<file path="config.mk">
export PLATFORM = sky130hd
export DESIGN_NAME = ppi_lane_distributor
export DESIGN_NICKNAME = d
export VERILOG_FILES = /design/src/rtl/ppi_lane_distributor.sv
export SDC_FILE = /design/constraint.sdc
export NUM_CORES = 1
export LEC_CHECK = 0
export CAP_MARGIN = 10
export CORE_MARGIN = 4
export CORE_UTILIZATION = 45
export DETAILED_ROUTE_END_ITERATION = 16
export PLACE_DENSITY = 0.71
export SLEW_MARGIN = 20
export SYNTH_ARGS = -nofsm -noshare
export SYNTH_HDL_FRONTEND = slang
export SYNTH_SLANG_ARGS = --single-unit
</file>
<file path="constraint.sdc">
create_clock -name ppi_clk -period 2.2 [get_ports ppi_clk]
set_input_delay 0.66 -clock ppi_clk [delete_from_list [all_inputs] [get_ports ppi_clk]]
set_output_delay 0.66 -clock ppi_clk [all_outputs]
set_load 0.005 [all_outputs]
</file>
<file path="src/rtl/ppi_lane_distributor.sv">
// Spreads a packet byte stream across up to four PPI data lanes, preceded by a
// sync word and followed by a one-cycle end-of-transmission gap.
module ppi_lane_distributor #(
  parameter int unsigned       NUM_LANES = 4,
  parameter int unsigned       DATA_W    = 8,
  parameter logic [DATA_W-1:0] SYNC_BYTE = DATA_W'(8'hB8)
) (
  input  logic                        ppi_clk,
  input  logic                        ppi_rst,
  input  logic [2:0]                  cfg_active_lanes,
  input  logic [DATA_W-1:0]           s_data,
  input  logic                        s_valid,
  input  logic                        s_last,
  output logic                        s_ready,
  output logic [NUM_LANES*DATA_W-1:0] ppi_data,
  output logic [NUM_LANES-1:0]        ppi_lane_en,
  output logic                        busy,
  output logic                        err_cfg
);

  localparam int unsigned CNT_W = 3;

  typedef enum logic [1:0] {IDLE, SYNC, DATA, EOT} state_t;

  state_t                        state_q, state_d;
  logic [CNT_W-1:0]              lanes_q, lanes_d;
  logic [CNT_W-1:0]              fill_q, fill_d;
  logic [DATA_W-1:0]             stage_q [NUM_LANES];
  logic [DATA_W-1:0]             stage_d [NUM_LANES];
  logic [NUM_LANES*DATA_W-1:0]   data_d;
  logic [NUM_LANES-1:0]          en_d;
  logic                          ready_d, busy_d, err_d;

  // Next-state, staging and registered-output computation.
  always_comb begin
    state_d = state_q;
    lanes_d = lanes_q;
    fill_d  = fill_q;
    stage_d = stage_q;
    data_d  = ppi_data;
    en_d    = '0;
    err_d   = 1'b0;
    case (state_q)
      IDLE: begin
        fill_d = '0;
        if (s_valid) begin
          state_d = SYNC;
          if (cfg_active_lanes == '0 || cfg_active_lanes > CNT_W'(NUM_LANES)) begin
            lanes_d = CNT_W'(NUM_LANES);
            err_d   = 1'b1;
          end else begin
            lanes_d = cfg_active_lanes;
          end
        end
      end
      SYNC: begin
        state_d = DATA;
        for (int i = 0; i < int'(NUM_LANES); i++) begin
          if (CNT_W'(i) < lanes_q) begin
            data_d[i*DATA_W +: DATA_W] = SYNC_BYTE;
            en_d[i]                    = 1'b1;
          end
        end
      end
      DATA: begin
        if (s_valid && s_ready) begin
          for (int i = 0; i < int'(NUM_LANES); i++) begin
            if (CNT_W'(i) == fill_q) stage_d[i] = s_data;
          end
          // A word goes out once the last active slot fills or the packet ends.
          if (fill_q == lanes_q - CNT_W'(1) || s_last) begin
            for (int i = 0; i < int'(NUM_LANES); i++) begin
              data_d[i*DATA_W +: DATA_W] = stage_d[i];
              en_d[i]                    = (CNT_W'(i) <= fill_q);
            end
            fill_d = '0;
          end else begin
            fill_d = fill_q + CNT_W'(1);
          end
          if (s_last) state_d = EOT;
        end
      end
      EOT: state_d = IDLE;
      default: state_d = IDLE;
    endcase
    ready_d = (state_d == DATA);
    busy_d  = (state_d != IDLE);
  end

  always_ff @(posedge ppi_clk) begin
    if (ppi_rst) begin
      state_q     <= IDLE;
      lanes_q     <= CNT_W'(NUM_LANES);
      fill_q      <= '0;
      for (int i = 0; i < int'(NUM_LANES); i++) stage_q[i] <= '0;
      s_ready     <= 1'b0;
      ppi_data    <= '0;
      ppi_lane_en <= '0;
      busy        <= 1'b0;
      err_cfg     <= 1'b0;
    end else begin
      state_q     <= state_d;
      lanes_q     <= lanes_d;
      fill_q      <= fill_d;
      stage_q     <= stage_d;
      s_ready     <= ready_d;
      ppi_data    <= data_d;
      ppi_lane_en <= en_d;
      busy        <= busy_d;
      err_cfg     <= err_d;
    end
  end

endmodule

</file>
**Word level (Yosys, flattened, before mapping)**

Index checks and enable logic that the tools add are counted.

- Word-level logic and storage cells: 86
- Bits in registers: 79
- Output and inout bits: 39

- Multiplexer cells: 27
- $add $sub $neg: 2
- Bitwise operators: 2
- Order comparisons: 9
- Eq/ne operators: 14
- Reduce and logical (&&, ||, !) cells: 17

Operator list:

| operator | count |
|---|---|
| 32-bit 2-to-1 mux | 2 |
| 8-bit 2-to-1 mux | 8 |
| 32-bit one-hot mux with 2 select lines | 1 |
| 4-bit AND reduction | 4 |
| 2-bit inequality test, second input constant | 6 |
| 3-bit 2-to-1 mux | 3 |
| 4-bit 2-to-1 mux | 2 |
| 2-bit one-hot mux with 4 select lines | 1 |
| 4-bit one-hot mux with 2 select lines | 1 |
| 2-bit equality test, second input constant | 3 |
| 2-bit by 3-bit equality test with 1-bit output, first input constant | 2 |
| 1-bit by 3-bit less-or-equal comparator with 1-bit output, first input constant | 2 |
| 2-bit by 3-bit less-or-equal comparator with 1-bit output, first input constant | 2 |
| 3-bit zero test | 2 |
| 1-bit by 3-bit less-than comparator with 1-bit output, first input constant | 2 |
| 2-bit by 3-bit less-than comparator with 1-bit output, first input constant | 2 |
| 2-bit 2-to-1 mux | 3 |
| 3-bit one-hot mux with 2 select lines | 1 |
| 2-bit AND reduction | 3 |
| 2-bit nonzero test | 3 |
| 1-bit 2-to-1 mux | 5 |
| 3-bit by 1-bit adder with 3-bit output, second input constant | 1 |
| 1-bit by 3-bit equality test with 1-bit output, first input constant | 1 |
| 3-bit equality test | 1 |
| other kinds (8) | 10 |

**Depth between registers and ports, before layout**

Gate-level depths: netlist (run 1).

- Word-level depth: 6
- Gate-level depth with buffers: 9
- Gate-level depth less buffers: 6

**Worst setup path after synthesis (run 1)**

No wires, ideal clock.

- Kind: register -> register
- From: register lanes_q[1]
- To: register ppi_data[3]
- Setup time: 122 ps
- Period minus slack after synthesis: 2054 ps
- Required time: 2078 ps
- Arrival time: 1932 ps
- Path slack: 146 ps
- Path buffers: 1
- Cell stages (with the launch flop): 8
- Cells stage by stage: dfxtp_1 -> clkbuf_1 -> inv_1 -> ha_1 -> xor2_1 -> a31oi_2 -> nor2_2 -> o311a_1

- Cells in the longest elaborated chain, start to end: 5
- Elaborated cells on any way between the ends: 7

Ends and longest elaborated chain:

| item | line | source |
|---|---|---|
| start: declaration | 26 | `logic [CNT_W-1:0] lanes_q, lanes_d;` |
| start signal: assignment | 93 | `lanes_q <= CNT_W'(NUM_LANES);` |
| start signal: assignment | 103 | `lanes_q <= lanes_d;` |
| 3-bit by 1-bit subtractor with 3-bit output | 71 | `if (fill_q == lanes_q - CNT_W'(1) \|\| s_last) begin` |
| 3-bit equality test | 71 |  |
| 1-bit logical OR | 71 |  |
| 2-bit inequality test (no source line) | - |  |
| 4-bit AND reduction (no source line) * | - |  |
| end signal: assignment | 107 | `ppi_data <= data_d;` |
| end: declaration | 15 | `output logic [NUM_LANES*DATA_W-1:0] ppi_data,` |

Every way passes the cells marked *; elsewhere a longest branch is shown, timed or not.
A chain may end at the register's enable or synchronous reset.

**Worst setup path after layout (run 1)**

- From: register state_q[1]
- To: register ppi_data[26]

- Cells in the longest elaborated chain, start to end: 3
- Elaborated cells on any way between the ends: 8

Ends and longest elaborated chain:

| item | line | source |
|---|---|---|
| start: declaration | 25 | `state_t state_q, state_d;` |
| start signal: assignment | 102 | `state_q <= state_d;` |
| 2-bit by 1-bit equality test with 1-bit output / 2-bit equality test (equally long branches) | 43 | `case (state_q)` |
| 2-bit inequality test (no source line) / 2-bit nonzero test (equally long branches) | - |  |
| 4-bit AND reduction (no source line) | - |  |

Parallel ways exist; a longest one is shown, timed or not.

==> results of run 1 <==
==> placed cells by master, fill, tap and decap left out, types with 3 or more instances in the layout <==
cell type                         instances
sky130_fd_sc_hd__nor2_1                  30
sky130_fd_sc_hd__nand2b_1                 4
sky130_fd_sc_hd__o41ai_1                  5
sky130_fd_sc_hd__a21oi_1                 31
sky130_fd_sc_hd__nor2b_1                  3
sky130_fd_sc_hd__inv_1                   18
sky130_fd_sc_hd__mux2_2                   9
sky130_fd_sc_hd__a211oi_1                11
sky130_fd_sc_hd__ha_1                     9
sky130_fd_sc_hd__o221ai_1                 4
sky130_fd_sc_hd__mux2i_1                 34
sky130_fd_sc_hd__nor3b_1                  3
sky130_fd_sc_hd__o2bb2ai_1                4
sky130_fd_sc_hd__o21ai_0                  4
sky130_fd_sc_hd__o41ai_2                  4
sky130_fd_sc_hd__nand4_1                  7
sky130_fd_sc_hd__clkdlybuf4s50_1         52
sky130_fd_sc_hd__o311a_1                 13
sky130_fd_sc_hd__dfxtp_1                 79
sky130_fd_sc_hd__buf_4                   30
sky130_fd_sc_hd__nand3_1                 23
sky130_fd_sc_hd__nand2_1                 31
sky130_fd_sc_hd__a221oi_1                 3
sky130_fd_sc_hd__a21o_1                   3
sky130_fd_sc_hd__clkbuf_8                10
sky130_fd_sc_hd__nor3_1                   4
sky130_fd_sc_hd__o2111ai_1                4
==> worst min-delay path by stage <==
stage	startpoint	end	slack, ns	cells after the start
2_1_floorplan	stage_q[5]	stage_q[5]	0.43	2
3_3_place_gp	stage_q[0]	stage_q[0]	0.44	2
3_5_place_dp	stage_q[0]	stage_q[0]	0.45	2
4_1_cts	stage_q[18]	stage_q[18]	0.46	2
5_1_grt	stage_q[0]	stage_q[0]	0.47	2
6_report	stage_q[18]	stage_q[18]	0.46	2
==> area by class of cell <==
type / count / share of cell area [%]
Inverter: 18 / 1.43
Sequential cell: 79 / 33.4
Timing Repair Buffer: 85 / 16.7
Clock inverter: 4 / 1.14
Multi-Input combinational cell: 275 / 41.5
Tap cell: 105 / 2.77
Clock buffer: 12 / 3.06
==> report_power, final <==
| group | internal, mW | leakage [nW] | switching [mW] | total, mW |
|---|---|---|---|---|
| sequential | 1.48 | 0.640 | 0.0303 | 1.51 |
| clock | 0.561 | 0.0932 | 0.530 | 1.09 |
| combinational | 0.212 | 1.04 | 0.213 | 0.425 |
| total | 2.25 | 1.78 | 0.774 | 3.03 |
==> cells by family (layout without fill, tap and decap cells) <==
group | after synthesis | in the layout | synth area share (%)
AOI/OAI and AO/OA | 100 | 100 | 20.2
DFF | 79 | 79 | 42.0
and+or+nand+nor | 117 | 117 | 14.9
adders and majority gates | 9 | 9 | 2.99
buffers and inverters | 51 | 119 | 6.04
muxes | 43 | 43 | 11.7
xor gates and xnor gates | 6 | 6 | 2.16
==> sequential cells by signal, indices dropped and copies added (netlist names) <==
register	cells
busy	1
err_cfg	1
fill_q	3
lanes_q	3
ppi_data	32
ppi_lane_en	4
s_ready	1
stage_q	32
state_q	2
==> metal layers <==
metal | vias up | GRT usage [%] | routed length (µm)
met1 | 1539 | 26.2 | 4340
met2 | 102 | 31.7 | 4590
li1 | 1597 | - | -
met4 | 0 | 4.94 | 93
met5 | - | 0 | 0
met3 | 9 | 6.38 | 588
==> through the flow <==
step | area [µm²] | setup slack, ns | power [mW] | util [%] | cells
floorplan | 3770 | 0.146 | 1.76 | - | 405
global placement | 4530 | -0.0262 | 1.96 | 55.4 | 562
detailed placement | 4530 | -0.0644 | 1.97 | 55.4 | 562
CTS | 4730 | 0.0348 | 3.05 | 57.9 | 578
global route | 4740 | 0.0125 | 3.16 | 57.9 | 578
finish | 4740 | 0.124 | 3.03 | 57.9 | 578
==> critical path: stages, from the launching register on <==
cell and delay [ns]:
sky130_fd_sc_hd__dfxtp_1 0.33, sky130_fd_sc_hd__inv_1 0.12, sky130_fd_sc_hd__ha_1 0.28, sky130_fd_sc_hd__buf_4 0.17, sky130_fd_sc_hd__mux2i_1 0.27, sky130_fd_sc_hd__nor2_1 0.10, sky130_fd_sc_hd__a211oi_1 0.57, sky130_fd_sc_hd__o2bb2ai_1 0.18
==> Implementation_results.wiki, run 1 <==
{| class="wikitable"
! Metric !! Value
|-
| Final TNS setup || 0 ns
|-
| Class of the tightest hold or removal check || reg -> reg
|-
| Highest achievable clock rate || 482 MHz
|-
| Register-to-register setup slack || 0.12 ns
|-
| DRC errors left || 0
|-
| # H-tree levels || 3
|-
| Post-synthesis sequential area ratio || 42.0%
|-
| Count of state elements after synthesis || 79
|-
| Crit path kind || reg -> reg
|-
| Pwr Density || 639 mW/mm²
|-
| Post-route clock period utilization || 94.4%
|-
| Total clock buffers created by CTS || 9
|-
| Synthesized net count || 429
|-
| Startpoint types || register
|-
| Initial DRC count || 174
|-
| Worst setup path startpoint || state_q[1]
|-
| Total number of yosys warnings || 0
|-
| Weighted congestion at the end of routability-driven global placement || 0.872
|-
| Initial cell density of the core || 46.1%
|-
| Overall Global Routing Usage || 19.9%
|-
| Storage element area || 0.00158 mm²
|-
| I/O pins || 54
|-
| Setup repair after global routing missed its margin || false
|-
| Worst hold margin || 0.455 ns
|-
| Worst reg2reg path startpoint || state_q[1]
|-
| Setup skew after layout || 0.00591 ns
|-
| Clock tree sinks || 79
|-
| Total iterations of the first detailed-routing run || 5
|-
| Routed wire length per instance || 16.6 µm
|-
| Proportion of synthesized flip-flops having asynchronous set or reset || 0%
|-
| Via count of the first global-routing pass || 3,039
|-
| Top cell type's share of synthesized area || 42.0%
|-
| Via count normalized by instance count || 5.62
|-
| Leakage || 1.78 nW
|-
| Number of buffers added on ports || 53
|-
| Placement Rows || 33
|-
| Most used standard cell by instance count after synthesis || sky130_fd_sc_hd__dfxtp_1
|-
| CTS resizes || 0
|-
| DPL Wire Length || 6980 µm
|-
| Pins Over Slew Limit || 0
|-
| Unique cell type count in the Yosys netlist || 53
|-
| Clock-pin transition on the worst setup and hold timing paths || 0.08 ns
|-
| Antenna cell count || 0
|-
| Count of fill cells added during filler insertion || 729
|-
| Worst EP required || 2.48 ns
|-
| Die area || 0.00990 mm²
|-
| Status || complete, no violations
|-
| Hold-fix buffers at CTS || 0
|-
| TritonCTS clock tree || built
|-
| Area of combinational cells with multiple inputs || 0.00197 mm²
|-
| Count of mapped cells out of synthesis || 405
|-
| Fraction of final layout cells with drive strength greater than 1 || 15.0%
|-
| Number of antenna violations at the first check in global routing || 0
|-
| Vertical extent of the die || 99.5 µm
|-
| WL final || 9610 µm
|-
| Library cell used as clock root buffer || sky130_fd_sc_hd__clkbuf_8
|-
| Slew of the pin with the lowest slew margin || 0.666 ns
|-
| Leading post-synthesis cells by instance count || sky130_fd_sc_hd__dfxtp_1, sky130_fd_sc_hd__mux2i_1, sky130_fd_sc_hd__a21oi_1, sky130_fd_sc_hd__nand2_1, sky130_fd_sc_hd__nor2_1
|-
| Area contributors post-synth || sky130_fd_sc_hd__dfxtp_1, sky130_fd_sc_hd__mux2i_1, sky130_fd_sc_hd__a21oi_1
|-
| Worst setup endpoint || ppi_data[26]
|-
| Commonest register cell after synthesis || sky130_fd_sc_hd__dfxtp_1
|-
| Setup-violating endpoint count in the final report || 0
|-
| Largest fanout on the critical path || 6
|-
| Core region area || 0.00818 mm²
|-
| Synthesized area per cell || 9.31 µm²
|-
| Max VDD drop || 0.474 mV
|-
| Final Net Count || 492
|-
| Relative slew slack || 55.3%
|-
| Grt ovf || 0
|-
| Growth of design area from synthesis to finish || 25.7%
|-
| Count of endpoints failing hold in the final timing report || 0
|-
| Clock buffer depth || 2
|-
| Largest net degree at the start of global routing || 28
|-
| Data arrival time at the worst-slack endpoint || 2.36 ns
|-
| Synthesized area || 0.00377 mm²
|-
| Die extent in x || 99.5 µm
|-
| Worst skew pair latency || 0.35 ns
|-
| Post-CTS setup buffer count || 0
|-
| Register-to-Register Path Depth || 7
|-
| Number of enable flip-flop cells after synthesis || 0
|-
| Endpoint class of the critical path || register
|-
| First-pass GRT wire length || 15,600 µm
|-
| Count of max-cap constraint violations || 0
|-
| Min cycle time layout || 2.08 ns
|-
| Via count || 3,247
|-
| Reg-to-reg critical path endpoint || ppi_data[26]
|-
| Cell accounting for the most synthesized area || sky130_fd_sc_hd__dfxtp_1
|-
| Post-DRT Antenna Nets || 0
|}
Power figures use the tool's default switching activity.
==> inputs of run 2 (changes only) <==
Settings changed: DONT_BUFFER_PORTS set to 1, PLACE_DENSITY 0.71 to unset, TNS_END_PERCENT set to 20.
==> run 2 against run 1 <==
Non-clock buffer count down 60. Clock skew up 0.0054 ns. Critical endpoint is now ppi_data[0]. Clock power about the same. Cell count down 10%. Hold slack worse by 0.069 ns. Total power down 4.5%. Via count down 7.7%. Die area unchanged. Worst setup slack better by 0.024 ns. Count of clock-buffer cells in the layout down 2.
==> Implementation_results.wiki, run 2 (same netlist as run 1, synthesis figures left out) <==
{| class="wikitable"
! Metric !! Value
|-
| Largest net degree at the start of global routing || 59
|-
| Slew of the pin with the lowest slew margin || 0.553 ns
|-
| Worst EP required || 2.48 ns
|-
| Initial cell density of the core || 46.1%
|-
| Slowest stage cell, crit path || sky130_fd_sc_hd__dfxtp_1
|-
| Clock tree sinks || 79
|-
| Number of buffers added on ports || 0
|-
| Placement Rows || 33
|-
| Via count normalized by instance count || 5.79
|-
| Endpoint class of the critical path || register
|-
| Core region area || 0.00818 mm²
|-
| TritonCTS clock tree || built
|-
| Count of endpoints failing hold in the final timing report || 0
|-
| Most frequent cells in the layout || sky130_fd_sc_hd__dfxtp_1, sky130_fd_sc_hd__mux2i_1, sky130_fd_sc_hd__nand2_1, sky130_fd_sc_hd__a21oi_1, sky130_fd_sc_hd__nor2_1
|-
| Library cell used as clock root buffer || sky130_fd_sc_hd__clkbuf_8
|-
| Highest achievable clock rate || 487 MHz
|-
| DRC errors left || 0
|-
| WL final || 9520 µm
|-
| Crit-path leading delay family || compound AO/OA/AOI/OAI gates
|-
| Setup-violating endpoint count in the final report || 0
|-
| Number of antenna violations at the first check in global routing || 0
|-
| Worst Hold Path Cells || 1
|-
| Startpoint types || register
|-
| Routed wire length per instance || 18.4 µm
|-
| Setup slack after layout || 0.147 ns
|-
| Via count || 2,998
|-
| Post-route clock period utilization || 93.3%
|-
| Cell Count, Final, Fillers Out || 518
|-
| Post-placement cell area || 0.00393 mm²
|-
| Data arrival time at the worst-slack endpoint || 2.34 ns
|-
| Die extent in x || 99.5 µm
|-
| # H-tree levels || 3
|-
| Crit path kind || reg -> reg
|-
| Overall Global Routing Usage || 19.6%
|-
| Total iterations of the first detailed-routing run || 4
|-
| Post-route core utilization || 50.6%
|-
| First-pass GRT wire length || 15,100 µm
|-
| Finished Cell Area || 0.00414 mm²
|-
| Fraction of final layout cells with drive strength greater than 1 || 15.5%
|-
| Slowest cell delay on critical path || 0.57 ns
|-
| Largest fanout on the critical path || 15
|-
| Setup skew after layout || 0.0113 ns
|-
| DPL Wire Length || 6730 µm
|-
| Worst hold margin || 0.386 ns
|-
| Pins Over Slew Limit || 0
|-
| Vertical extent of the die || 99.5 µm
|-
| Growth of design area from synthesis to finish || 9.73%
|-
| Relative slew slack || 63.0%
|-
| Die area || 0.00990 mm²
|-
| Pre-CTS setup slack || 0.148 ns
|-
| Pwr Density || 699 mW/mm²
|-
| Total clock buffers created by CTS || 9
|-
| Leakage || 1.55 nW
|-
| I/O pins || 54
|-
| Sum of buffers and inverters on the critical path || 1
|-
| Post-DRT Antenna Nets || 0
|-
| Status || complete, no violations
|-
| Antenna cell count || 0
|-
| Via count of the first global-routing pass || 2,817
|-
| Initial DRC count || 160
|-
| Most common cell after layout, fill and taps aside || sky130_fd_sc_hd__dfxtp_1
|-
| Crit path cell chain || xnor3_1 > a31oi_2 > buf_4 > o221ai_1 > a21oi_1
|-
| Class of the tightest hold or removal check || in -> reg
|-
| Final Net Count || 432
|-
| Final TNS setup || 0 ns
|-
| Register-to-Register Path Depth || 5
|-
| Biggest registers after layout || ppi_data (32), stage_q (32), ppi_lane_en (4)
|-
| Max VDD drop || 0.362 mV
|-
| Count of max-cap constraint violations || 0
|-
| Placed instance count || 502
|-
| Min cycle time layout || 2.05 ns
|-
| Grt ovf || 0
|-
| Clock buffer depth || 2
|-
| Worst skew pair latency || 0.35 ns
|-
| Overall power consumption || 2.89 mW
|-
| Weighted congestion at the end of routability-driven global placement || 0.862
|-
| Logic depth of the worst setup path including buffers || 5
|-
| Setup repair after global routing missed its margin || false
|-
| Clock-pin transition on the worst setup and hold timing paths || 0.08 ns
|}
## run 2: cell count changes in the layout (fill, tap and decap cells not counted), sizes merged
cell	before	now
clkinv	0	2
clkbuf	12	10
clkdlybuf4s50	52	0
buf	33	25
## run 2: layout make-up
class / instances / area, µm²
well taps: 105 / 131
clock inverters: 6 / 67.6
inverters: 18 / 67.6
multi-input cells: 275 / 1960
flip-flops and latches: 79 / 1580
repair buffers: 25 / 188
clock buffers: 10 / 138
fillers: 776 / 4040
## run 2: report_power, final
| part | total [mW] | internal (mW) | switching [mW] |
|---|---|---|---|
| Clock | 1.11 | 0.559 | 0.549 |
| Combinational | 0.261 | 0.111 | 0.151 |
| Sequential | 1.52 | 1.48 | 0.0386 |
## run 2: layer usage
metal	track usage [%]	part of all wire, %	vias to the layer above
li1	-	-	1478
met1	26.4	45	1421
met2	30.0	46	91
met3	7.15	8.0	8
met4	4.73	1.1	0
met5	0	0	-
## run 2: path summary, 6_finish.rpt
kind                                  from           to  slack [ns]
worst max-delay path             fill_q[2]  ppi_data[0]        0.15
worst min-delay path               ppi_rst   lanes_q[0]        0.39
worst max register to register   fill_q[2]  ppi_data[0]        0.15
worst min register to register  stage_q[4]   stage_q[4]        0.45
## run 2: repair_timing
item                                    4_1_cts  5_1_grt
hold buffers                                  0        0
resized for setup                             0        1
endpoints found under the setup margin        0        5
buffers inserted                              0        0
==> inputs of run 3 (changes only) <==
Settings changed: CORE_ASPECT_RATIO set to 1.2.
==> run 3 against run 2 <==
Cell count rose by 1.2%. Non-clock buffer count fell by 2. Worst setup slack improved by 0.028 ns. Wire length decreased by 0.26%. Total power is 0.57% lower. Sequential power about the same. Largest cell class unchanged.
==> Implementation_results.wiki, run 3 (same netlist as run 1, synthesis figures left out) <==
{| class="wikitable"
! Metric !! Value
|-
| Crit path cell chain || xnor3_1 > a31oi_2 > nor2_2 > o311a_1
|-
| Most common cell after layout, fill and taps aside || sky130_fd_sc_hd__dfxtp_1
|-
| Relative slew slack || 68.3%
|-
| Worst EP required || 2.44 ns
|-
| Slew of the pin with the lowest slew margin || 0.474 ns
|-
| # H-tree levels || 3
|-
| I/O pins || 54
|-
| Count of endpoints failing hold in the final timing report || 0
|-
| Startpoint types || register
|-
| Setup repair after global routing missed its margin || false
|-
| Slowest cell delay on critical path || 0.55 ns
|-
| Crit path kind || reg -> reg
|-
| Grt ovf || 0
|-
| Pins Over Slew Limit || 0
|-
| Placement Rows || 36
|-
| Post-route clock period utilization || 92.0%
|-
| Worst hold margin || 0.377 ns
|-
| Clock buffer depth || 2
|-
| Class of the tightest hold or removal check || in -> reg
|-
| Initial cell density of the core || 46.2%
|-
| Post-CTS setup buffer count || 0
|-
| Worst Hold Path Cells || 1
|-
| Initial DRC count || 181
|-
| Number of buffers added on ports || 0
|-
| Setup skew after layout || 0.0111 ns
|-
| Max VDD drop || 0.464 mV
|-
| Biggest registers after layout || ppi_data (32), stage_q (32), ppi_lane_en (4)
|-
| Via count normalized by instance count || 5.66
|-
| Endpoint class of the critical path || register
|-
| Core region area || 0.00815 mm²
|-
| Final Net Count || 430
|-
| Crit-path leading delay family || compound AO/OA/AOI/OAI gates
|-
| TritonCTS clock tree || built
|-
| Growth of design area from synthesis to finish || 9.69%
|-
| Slowest stage cell, crit path || sky130_fd_sc_hd__dfxtp_1
|-
| Data arrival time at the worst-slack endpoint || 2.27 ns
|-
| Total iterations of the first detailed-routing run || 4
|-
| Via count of the first global-routing pass || 2,863
|-
| Die extent in x || 91.5 µm
|-
| Via count || 2,968
|-
| Most frequent cells in the layout || sky130_fd_sc_hd__dfxtp_1, sky130_fd_sc_hd__mux2i_1, sky130_fd_sc_hd__nand2_1, sky130_fd_sc_hd__a21oi_1, sky130_fd_sc_hd__nor2_1
|-
| Largest fanout on the critical path || 11
|-
| Hold-fix buffers at CTS || 0
|-
| DRC errors left || 0
|-
| Overall Global Routing Usage || 19.9%
|-
| Cell Count, Final, Fillers Out || 524
|-
| DPL Wire Length || 6560 µm
|-
| Routed wire length per instance || 18.1 µm
|-
| Setup-violating endpoint count in the final report || 0
|-
| Total clock buffers created by CTS || 9
|-
| WL final || 9500 µm
|-
| Final TNS setup || 0 ns
|-
| Placed instance count || 509
|-
| Register-to-Register Path Depth || 4
|-
| Count of max-cap constraint violations || 0
|-
| Vertical extent of the die || 108 µm
|-
| Post-DRT Antenna Nets || 0
|-
| Min cycle time layout || 2.02 ns
|-
| Clock tree sinks || 79
|-
| Largest net degree at the start of global routing || 59
|-
| CTS resizes || 0
|-
| Sum of buffers and inverters on the critical path || 0
|-
| Logic depth of the worst setup path including buffers || 4
|-
| Fraction of final layout cells with drive strength greater than 1 || 14.4%
|-
| Number of antenna violations at the first check in global routing || 0
|-
| Weighted congestion at the end of routability-driven global placement || 0.918
|-
| Antenna cell count || 0
|-
| Clock-pin transition on the worst setup and hold timing paths || 0.08 ns
|-
| Highest achievable clock rate || 494 MHz
|-
| Leakage || 1.54 nW
|-
| Pwr Density || 695 mW/mm²
|-
| Die area || 0.00991 mm²
|-
| First-pass GRT wire length || 15,100 µm
|-
| Status || complete, no violations
|-
| Library cell used as clock root buffer || sky130_fd_sc_hd__clkbuf_8
|-
| Worst skew pair latency || 0.36 ns
|}
## run 3: worst reg2reg max path, stage by stage (launching register included)
cell and delay (ns):
sky130_fd_sc_hd__dfxtp_1 0.55, sky130_fd_sc_hd__xnor3_1 0.50, sky130_fd_sc_hd__a31oi_2 0.38, sky130_fd_sc_hd__nor2_2 0.14, sky130_fd_sc_hd__o311a_1 0.35
## run 3: worst paths after layout
| kind | start | to | slack (ns) |
|---|---|---|---|
| setup / recovery | fill_q[2] | ppi_data[3] | 0.18 |
| hold / removal | ppi_rst | lanes_q[0] | 0.38 |
| setup reg to reg | fill_q[2] | ppi_data[3] | 0.18 |
| hold reg to reg | stage_q[0] | stage_q[0] | 0.45 |
## run 3: final cells by class
class                      instances  area [µm²]
fill                             768        4020
clock buffer                      12         155
tap                              114         143
inverter                          18        67.6
timing repair buffer              23         185
sequential                        79        1580
clock inverter                     3        42.5
multi-input combinational        275        1960
## run 3: per-layer routing
metal	wire length, µm	vias to the layer above	track usage [%]
met5	0	-	0
met4	204	0	8.08
met3	670	13	7.79
met2	4470	68	31.7
met1	4150	1410	23.9
li1	-	1477	-
## run 3: report_power, final
part           internal [mW]  switching, mW
logic                  0.112          0.149
clock network          0.579          0.512
registers               1.48         0.0396
## run 3: stage by stage
| step | cell area (µm²) | util (%) | worst slack (ns) | total power, mW |
|---|---|---|---|---|
| after detailed placement | 3940 | 48.3 | 0.224 | 1.81 |
| after CTS | 4130 | 50.7 | 0.196 | 2.91 |
| after global routing | 4130 | 50.7 | 0.0432 | 3.01 |
| after floorplan | 3770 | - | 0.146 | 1.76 |
| after global placement | 3940 | 48.3 | 0.254 | 1.81 |
| final | 4130 | 50.7 | 0.175 | 2.87 |
